File: src/rtl/cpu_pkg.sv
// ---------------------------------------------------------------------------
// cpu_pkg
// Shared CPU definitions for the register-file write side.
//   DATA_W     : register/data width
//   ADDR_W     : register address width
//   NUM_REGS   : number of architectural registers (2**ADDR_W)
//   reg_addr_t : register address
//   word_t     : register data word
//   wb_entry_t : one pending register-file write {rd, data}
// ---------------------------------------------------------------------------
package cpu_pkg;

    localparam int DATA_W   = 16;
    localparam int ADDR_W   = 3;
    localparam int NUM_REGS = 8;

    typedef logic [ADDR_W-1:0] reg_addr_t;
    typedef logic [DATA_W-1:0] word_t;

    typedef struct packed {
        reg_addr_t rd;
        word_t     data;
    } wb_entry_t;

    // One-hot mask selecting a single register, used by the scoreboard.
    function automatic logic [NUM_REGS-1:0] reg_onehot(input reg_addr_t addr);
        return NUM_REGS'(1) << addr;
    endfunction

endpackage

File: src/rtl/wb_fifo.sv
// ---------------------------------------------------------------------------
// wb_fifo
// Synchronous FIFO of wb_entry_t used to buffer load results until the
// register-file write port is free.
//   i_clk       : clock, all updates on rising edge
//   i_rst       : synchronous active-high reset (pointers and level to 0)
//   i_push      : write i_push_data (ignored while full)
//   i_push_data : entry to enqueue
//   i_pop       : remove the head entry (ignored while empty)
//   o_pop_data  : current head entry (valid while !o_empty)
//   o_full      : DEPTH entries held
//   o_empty     : no entries held
//   o_level     : current occupancy, 0..DEPTH
// DEPTH must be a power of two (>= 2) so the pointers wrap by overflow.
// ---------------------------------------------------------------------------
module wb_fifo
    import cpu_pkg::*;
#(
    parameter int DEPTH = 2
) (
    input  logic                     i_clk,
    input  logic                     i_rst,
    input  logic                     i_push,
    input  wb_entry_t                i_push_data,
    input  logic                     i_pop,
    output wb_entry_t                o_pop_data,
    output logic                     o_full,
    output logic                     o_empty,
    output logic [$clog2(DEPTH):0]   o_level
);

    localparam int PTR_W = (DEPTH > 1) ? $clog2(DEPTH) : 1;
    localparam int LVL_W = $clog2(DEPTH) + 1;

    wb_entry_t          r_mem [DEPTH];
    logic [PTR_W-1:0]   r_wr_ptr;
    logic [PTR_W-1:0]   r_rd_ptr;
    logic [LVL_W-1:0]   r_level;

    logic               w_push;
    logic               w_pop;

    assign o_full     = (r_level == LVL_W'(DEPTH));
    assign o_empty    = (r_level == '0);
    assign o_level    = r_level;
    assign o_pop_data = r_mem[r_rd_ptr];

    assign w_push = i_push && !o_full;
    assign w_pop  = i_pop && !o_empty;

    // Storage carries no reset: an entry is only read once the level says
    // it has been written.
    always_ff @(posedge i_clk) begin
        if (w_push) begin
            r_mem[r_wr_ptr] <= i_push_data;
        end
    end

    always_ff @(posedge i_clk) begin
        if (i_rst) begin
            r_wr_ptr <= '0;
            r_rd_ptr <= '0;
            r_level  <= '0;
        end else begin
            if (w_push) begin
                r_wr_ptr <= r_wr_ptr + PTR_W'(1);
            end
            if (w_pop) begin
                r_rd_ptr <= r_rd_ptr + PTR_W'(1);
            end
            // Simultaneous push and pop leaves the level unchanged.
            case ({w_push, w_pop})
                2'b10:   r_level <= r_level + LVL_W'(1);
                2'b01:   r_level <= r_level - LVL_W'(1);
                default: r_level <= r_level;
            endcase
        end
    end

endmodule

File: src/rtl/reg_writeback.sv
// ---------------------------------------------------------------------------
// reg_writeback
// Write-side controller for the 8 x 16-bit register file. Merges single-cycle
// ALU results and buffered load results onto the single write port, and
// keeps a pending-load scoreboard that stalls decode on hazards.
//   clock        : system clock
//   reset        : synchronous active-high reset
//   alu_valid    : ALU result this cycle (no backpressure, always wins)
//   alu_rd/data  : ALU destination and result
//   load_valid   : load result offered
//   load_ready   : load FIFO can accept
//   load_rd/data : load destination and result
//   issue_valid  : decode issued a load to issue_rd this cycle
//   chk_rs/rt/rd : decode operand/destination addresses to hazard-check
//   stall        : combinational, decode must hold
//   rf_write     : registered register-file write enable
//   rf_rd_addr   : registered write address (holds when rf_write=0)
//   rf_data      : registered write data (holds when rf_write=0)
//   lq_level     : load FIFO occupancy
//
// Load handshake: a load result transfers on a rising edge where
// load_valid && load_ready are both 1; load_ready does not depend on
// load_valid, and an offer not accepted must be held until it is.
// ---------------------------------------------------------------------------
module reg_writeback
    import cpu_pkg::*;
#(
    parameter int LQ_DEPTH = 2
) (
    input  logic                       clock,
    input  logic                       reset,
    input  logic                       alu_valid,
    input  reg_addr_t                  alu_rd,
    input  word_t                      alu_data,
    input  logic                       load_valid,
    output logic                       load_ready,
    input  reg_addr_t                  load_rd,
    input  word_t                      load_data,
    input  logic                       issue_valid,
    input  reg_addr_t                  issue_rd,
    input  reg_addr_t                  chk_rs_addr,
    input  reg_addr_t                  chk_rt_addr,
    input  reg_addr_t                  chk_rd_addr,
    output logic                       stall,
    output logic                       rf_write,
    output reg_addr_t                  rf_rd_addr,
    output word_t                      rf_data,
    output logic [$clog2(LQ_DEPTH):0]  lq_level
);

    // Output stage
    logic                   r_rf_write;
    reg_addr_t              r_rf_rd_addr;
    word_t                  r_rf_data;
    logic                   r_src_load;

    // Scoreboard: one bit per register with an outstanding load
    logic [NUM_REGS-1:0]    r_pending;

    // FIFO interface
    wb_entry_t              w_push_entry;
    wb_entry_t              w_head;
    logic                   w_push;
    logic                   w_pop;
    logic                   w_full;
    logic                   w_empty;

    logic [NUM_REGS-1:0]    w_set_mask;
    logic [NUM_REGS-1:0]    w_clr_mask;

    // -----------------------------------------------------------------------
    // Load FIFO
    // -----------------------------------------------------------------------
    assign load_ready   = !reset && !w_full;
    assign w_push       = load_valid && load_ready;
    assign w_push_entry = '{rd: load_rd, data: load_data};

    // The FIFO head is only drained on cycles the ALU leaves the port idle.
    assign w_pop = !alu_valid && !w_empty;

    wb_fifo #(
        .DEPTH (LQ_DEPTH)
    ) u_lq (
        .i_clk       (clock),
        .i_rst       (reset),
        .i_push      (w_push),
        .i_push_data (w_push_entry),
        .i_pop       (w_pop),
        .o_pop_data  (w_head),
        .o_full      (w_full),
        .o_empty     (w_empty),
        .o_level     (lq_level)
    );

    // -----------------------------------------------------------------------
    // Output stage: ALU first, then FIFO head, else idle (address/data hold)
    // -----------------------------------------------------------------------
    always_ff @(posedge clock) begin
        if (reset) begin
            r_rf_write   <= 1'b0;
            r_rf_rd_addr <= '0;
            r_rf_data    <= '0;
            r_src_load   <= 1'b0;
        end else if (alu_valid) begin
            r_rf_write   <= 1'b1;
            r_rf_rd_addr <= alu_rd;
            r_rf_data    <= alu_data;
            r_src_load   <= 1'b0;
        end else if (!w_empty) begin
            r_rf_write   <= 1'b1;
            r_rf_rd_addr <= w_head.rd;
            r_rf_data    <= w_head.data;
            r_src_load   <= 1'b1;
        end else begin
            r_rf_write   <= 1'b0;
            r_src_load   <= 1'b0;
        end
    end

    assign rf_write   = r_rf_write;
    assign rf_rd_addr = r_rf_rd_addr;
    assign rf_data    = r_rf_data;

    // -----------------------------------------------------------------------
    // Scoreboard
    // -----------------------------------------------------------------------
    assign w_set_mask = issue_valid ? reg_onehot(issue_rd) : '0;

    // The clear fires on the commit edge of a load write, so the stall drops
    // only once the register file already holds the loaded value.
    assign w_clr_mask = (r_rf_write && r_src_load) ? reg_onehot(r_rf_rd_addr) : '0;

    // Applying the set after the clear makes a new issue win over a commit
    // of the same register on the same edge.
    always_ff @(posedge clock) begin
        if (reset) begin
            r_pending <= '0;
        end else begin
            r_pending <= (r_pending & ~w_clr_mask) | w_set_mask;
        end
    end

    assign stall = !reset && (r_pending[chk_rs_addr] ||
                              r_pending[chk_rt_addr] ||
                              r_pending[chk_rd_addr]);

endmodule

File: config.mk
export PLATFORM = sky130hd
export DESIGN_NAME = reg_writeback
export DESIGN_NICKNAME = d
export VERILOG_FILES = /design/src/rtl/cpu_pkg.sv /design/src/rtl/wb_fifo.sv /design/src/rtl/reg_writeback.sv
export SDC_FILE = /design/constraint.sdc
export NUM_CORES = 1
export LEC_CHECK = 0
export BUFFER_PORTS_ARGS = -buffer_cell sky130_fd_sc_hd__buf_2
export CAP_MARGIN = 10
export CORE_MARGIN = 2
export CORE_UTILIZATION = 37
export DETAILED_ROUTE_END_ITERATION = 8
export PLACE_DENSITY = 0.63
export SLEW_MARGIN = 10
export SYNTH_ARGS = -nofsm -noshare
export SYNTH_HDL_FRONTEND = slang
export SYNTH_SLANG_ARGS = --single-unit
File: constraint.sdc
create_clock -name clock -period 2.3 [get_ports clock]
set_clock_uncertainty 0.05 [all_clocks]
set_input_delay 0 -clock clock [delete_from_list [all_inputs] [get_ports clock]]
set_output_delay 0 -clock clock [all_outputs]
set_load 0.02 [all_outputs]
==> summary.txt <==
GRT
  • Met2 usage: 0.285
  • Vias in the first global route: 2337
  • GRT busiest layer: met2
  • Wire length of the first global-routing pass: 11100 um
  • Maximum number of pins on one net before global-route repair: 25
  • Remaining Overflow, GRT: 0
  • Met1 layer usage reported by global route: 0.189
  • Number of antenna violations at the first check in global routing: 0
  • Met3 usage in global routing: 0.0451
  • Tot GR Track Use: 0.162

Floorplan
  • Std-Cell Rows: 33
  • Initial core utilization: 0.378
  • Width of the chip: between 90 and 100 um
  • Total I/O pin count: 79
  • Die height: 95.5 um
  • Die Outline Area: 9110 um2
  • Core area: 8180 um2

Synth
  • Share of the yosys chip area belonging to registers: 0.589
  • Distinct cell type count of the synthesized netlist: 34
  • Cell type contributing the most total cell area after synthesis: sky130_fd_sc_hd__edfxtp_1
  • Mapped cell area: 3090 um2
  • Biggest area contributors in the synthesized netlist: sky130_fd_sc_hd__edfxtp_1, sky130_fd_sc_hd__dfxtp_1, sky130_fd_sc_hd__mux2_2
  • Flip-flop and latch count after synthesis: 72
  • Syn. warnings: 0
  • Top cell type's share of synthesized area: 0.369
  • Avg Cell Area, Syn: 12.4 um2
  • Nets in the synthesized netlist: 305
  • Mapped Cells: between 200 and 250

Setup path
  • Worst Reg2Reg Path Length in Cells: 5
  • CP startpoint kind: register
  • Kind of critical path: reg -> reg
  • Endpoint of the worst register-to-register path: u_lq.o_level[1]
  • Launch instance of the worst register-to-register path: u_lq.o_level[0]
  • Critical Path Sink: u_lq.o_level[1]
  • Worst setup path start: u_lq.o_level[0]
  • Data arrival time of the worst path: 2.08 ns
  • WP data required: approximately 2.5 ns
  • CP endpoint kind: register
  • Reg-to-reg setup timing slack: 0.44 ns
  • Maximum fanout count along the critical path: 7

Routing
  • Number of DRC violations after detailed routing: 0
  • Total wire length after detailed routing: 6760 um
  • Drt wl/cell: 14.4 um
  • Antenna-violating nets left: 0
  • First-pass iteration count of the detailed router: 4
  • DRC violation total after the first TritonRoute iteration: 114
  • Via total after detailed routing: 2268
  • Via density: 4.83

Clocking
  • Longest Clk Path Bufs: 2
  • Insertion delay to the later sink of the worst-skew pair: 0.34 ns
  • Buffers inserted during post-CTS setup optimization: 0
  • Clock tree from TritonCTS: done
  • Root Buffer: sky130_fd_sc_hd__clkbuf_8
  • Num CTS Buffers: 9
  • Deepest level of the CTS H-tree: 3
  • Clock transition at path regs: 0.08 ns
  • Post_cts resized: 0
  • Sink count of the clock tree: 72

Job
  • Max capacitance violation total: 0

STA
  • RSZ-0062 raised after global routing: false
  • Final period demand of the worst path: 1.86 ns
  • Actual transition at the worst max-transition pin: roughly 0.54 ns
  • Hold violation total from the final report: 0
  • Final-layout setup total negative slack: 0 ns
  • Period Utilization, post-route: 0.808
  • Setup Viol. Count Final: 0
  • Max-slew headroom: 0.635
  • Maximum clock frequency: 538 MHz
  • Pins over their slew limit: 0

Worst hold path
  • Class of the tightest hold or removal check: in -> reg

Power and ir drop
  • Power per unit of standard cell area: slightly below 900 nW/um2
  • Maximum resistive drop on vdd: 346 uV
  • Static Leakage: roughly 1.6 nW
  • Power, Total: 0.00352 W

Finish
  • Fraction of final layout cells sized beyond drive strength 1: 0.373
  • Diodes inserted: 0
  • Utilization after layout: 0.498
  • Signed area change from the synthesized netlist to the final layout: 31.7%
  • Number of nets in the final layout: about 420
  • Non-filler instance count after layout: 470

Status
  • Run status: complete, no violations

Placement
  • HPWL reported at the end of detailed placement: 4590 um
  • Port bufs: 78
  • RePlAce Congestion: about 0.8
  • DP Cell Count: 425
-- synthesized netlist by cell type (all sizes together) --
master and count:
clkbuf 5, mux2i 3, o211ai 19, nand2b 19, o31ai 3, nand3 5, nor2 7, or3 3
ha 1, a31oi 1, o21ai 7, or4 1, nand2 23, or2b 2, nor3 1, mux4 6
nor2b 4, nand3b 1, mux2 19, edfxtp 38, a21oi 29, and3 1, xnor2 1, nand4 1
inv 3, xor2 2, dfxtp 34, o21bai 1, buf 9
-- worst min path at each step --
stage / slack (ns) / start / cells after the start / end
after global routing: 0.03 / alu_data[14] / 4 / rf_data[14]
after global placement: 0.14 / load_data[0] / 1 / u_lq.r_mem[1][0]
after CTS: 0.005 / alu_data[4] / 4 / rf_data[4]
final: 0.02 / alu_data[13] / 4 / rf_data[13]
after detailed placement: 0.14 / load_data[1] / 1 / u_lq.r_mem[1][1]
after floorplan: 0.03 / reset / 1 / load_ready
-- critical path: stages (launching register included) --
cell                      delay (ns)
sky130_fd_sc_hd__dfxtp_1        0.48
sky130_fd_sc_hd__nor2b_1        0.13
sky130_fd_sc_hd__or3_1          0.33
sky130_fd_sc_hd__ha_1           0.33
sky130_fd_sc_hd__or3_1          0.35
sky130_fd_sc_hd__a21oi_1        0.13
-- cell type report --
cell class | instances | area [um2]
clock buffer | 10 | 128
sequential | 72 | 1820
timing repair buffer | 114 | 733
clock inverter | 6 | 68.8
inverter | 3 | 11.3
fill | 768 | 4100
multi-input combinational | 160 | 1180
tap | 105 | 131
-- routing by layer --
layer | wire length (um) | vias to the layer above | part of all wire
met2 | 3480 | 53 | 0.51
met1 | 2920 | 1075 | 0.43
li1 | - | 1136 | -
met5 | 0 | - | 0
met4 | 53 | 0 | 0.0078
met3 | 311 | 4 | 0.046
-- through the flow --
stage	hold WS [ns]	setup WS [ns]	cell area [um2]
after global placement	0.141	0.546	3590
after floorplan	0.0346	0.278	3090
after CTS	0.00527	0.439	4070
after global routing	0.0319	0.350	4070
final	0.0186	0.442	4070
after detailed placement	0.142	0.466	3590
-- repair_timing --
item / 4_1_cts / 5_1_grt
endpoints found under the setup margin: 0 / 0
hold buffers: 29 / 0
hold endpoints to repair: 49 / 0
-- placed cells by master (no fill, tap or decap), types with 5 or more instances in the layout --
cell | netlist | layout
sky130_fd_sc_hd__dlygate4sd3_1 | 0 | 29
sky130_fd_sc_hd__a21oi_1 | 29 | 29
sky130_fd_sc_hd__buf_2 | 3 | 78
sky130_fd_sc_hd__mux2_2 | 19 | 19
sky130_fd_sc_hd__nand2_1 | 23 | 23
sky130_fd_sc_hd__mux4_2 | 6 | 6
sky130_fd_sc_hd__o211ai_1 | 9 | 9
sky130_fd_sc_hd__nand3_1 | 5 | 5
sky130_fd_sc_hd__edfxtp_1 | 38 | 38
sky130_fd_sc_hd__dfxtp_1 | 34 | 34
sky130_fd_sc_hd__clkbuf_8 | 0 | 9
sky130_fd_sc_hd__o211ai_2 | 10 | 10
sky130_fd_sc_hd__nor2_1 | 7 | 7
sky130_fd_sc_hd__buf_4 | 1 | 7
sky130_fd_sc_hd__nand2b_1 | 19 | 19
sky130_fd_sc_hd__o21ai_0 | 7 | 7
-- registers in the layout, summed over array words and instances (netlist names), 2 cells and up, named ones only --
register      cells
rf_rd_addr        3
u_lq.o_level      2
u_lq.r_mem       38
rf_data          16
r_pending         8
-- cell families (layout without fill, tap and decap cells) --
logic type / after synthesis / in the layout / share of synthesized area
adder cells (fa/ha/maj): 1 / 1 / 0.00404
XOR/XNOR: 3 / 3 / 0.00849
AO/OA/AOI/OAI: 60 / 60 / 0.132
AND/OR/NAND/NOR: 68 / 68 / 0.112
buffers and inverters: 17 / 133 / 0.0315
multiplexers: 28 / 28 / 0.123
flip-flops: 72 / 72 / 0.589
-- power breakdown --
part,internal (W),switching [W]
Clock,0.000505,0.000472
Sequential,0.00151,0.0000932
Combinational,0.000412,0.000524
Total,0.00243,0.00109
Note: power is estimated with default switching activity, not from simulation.
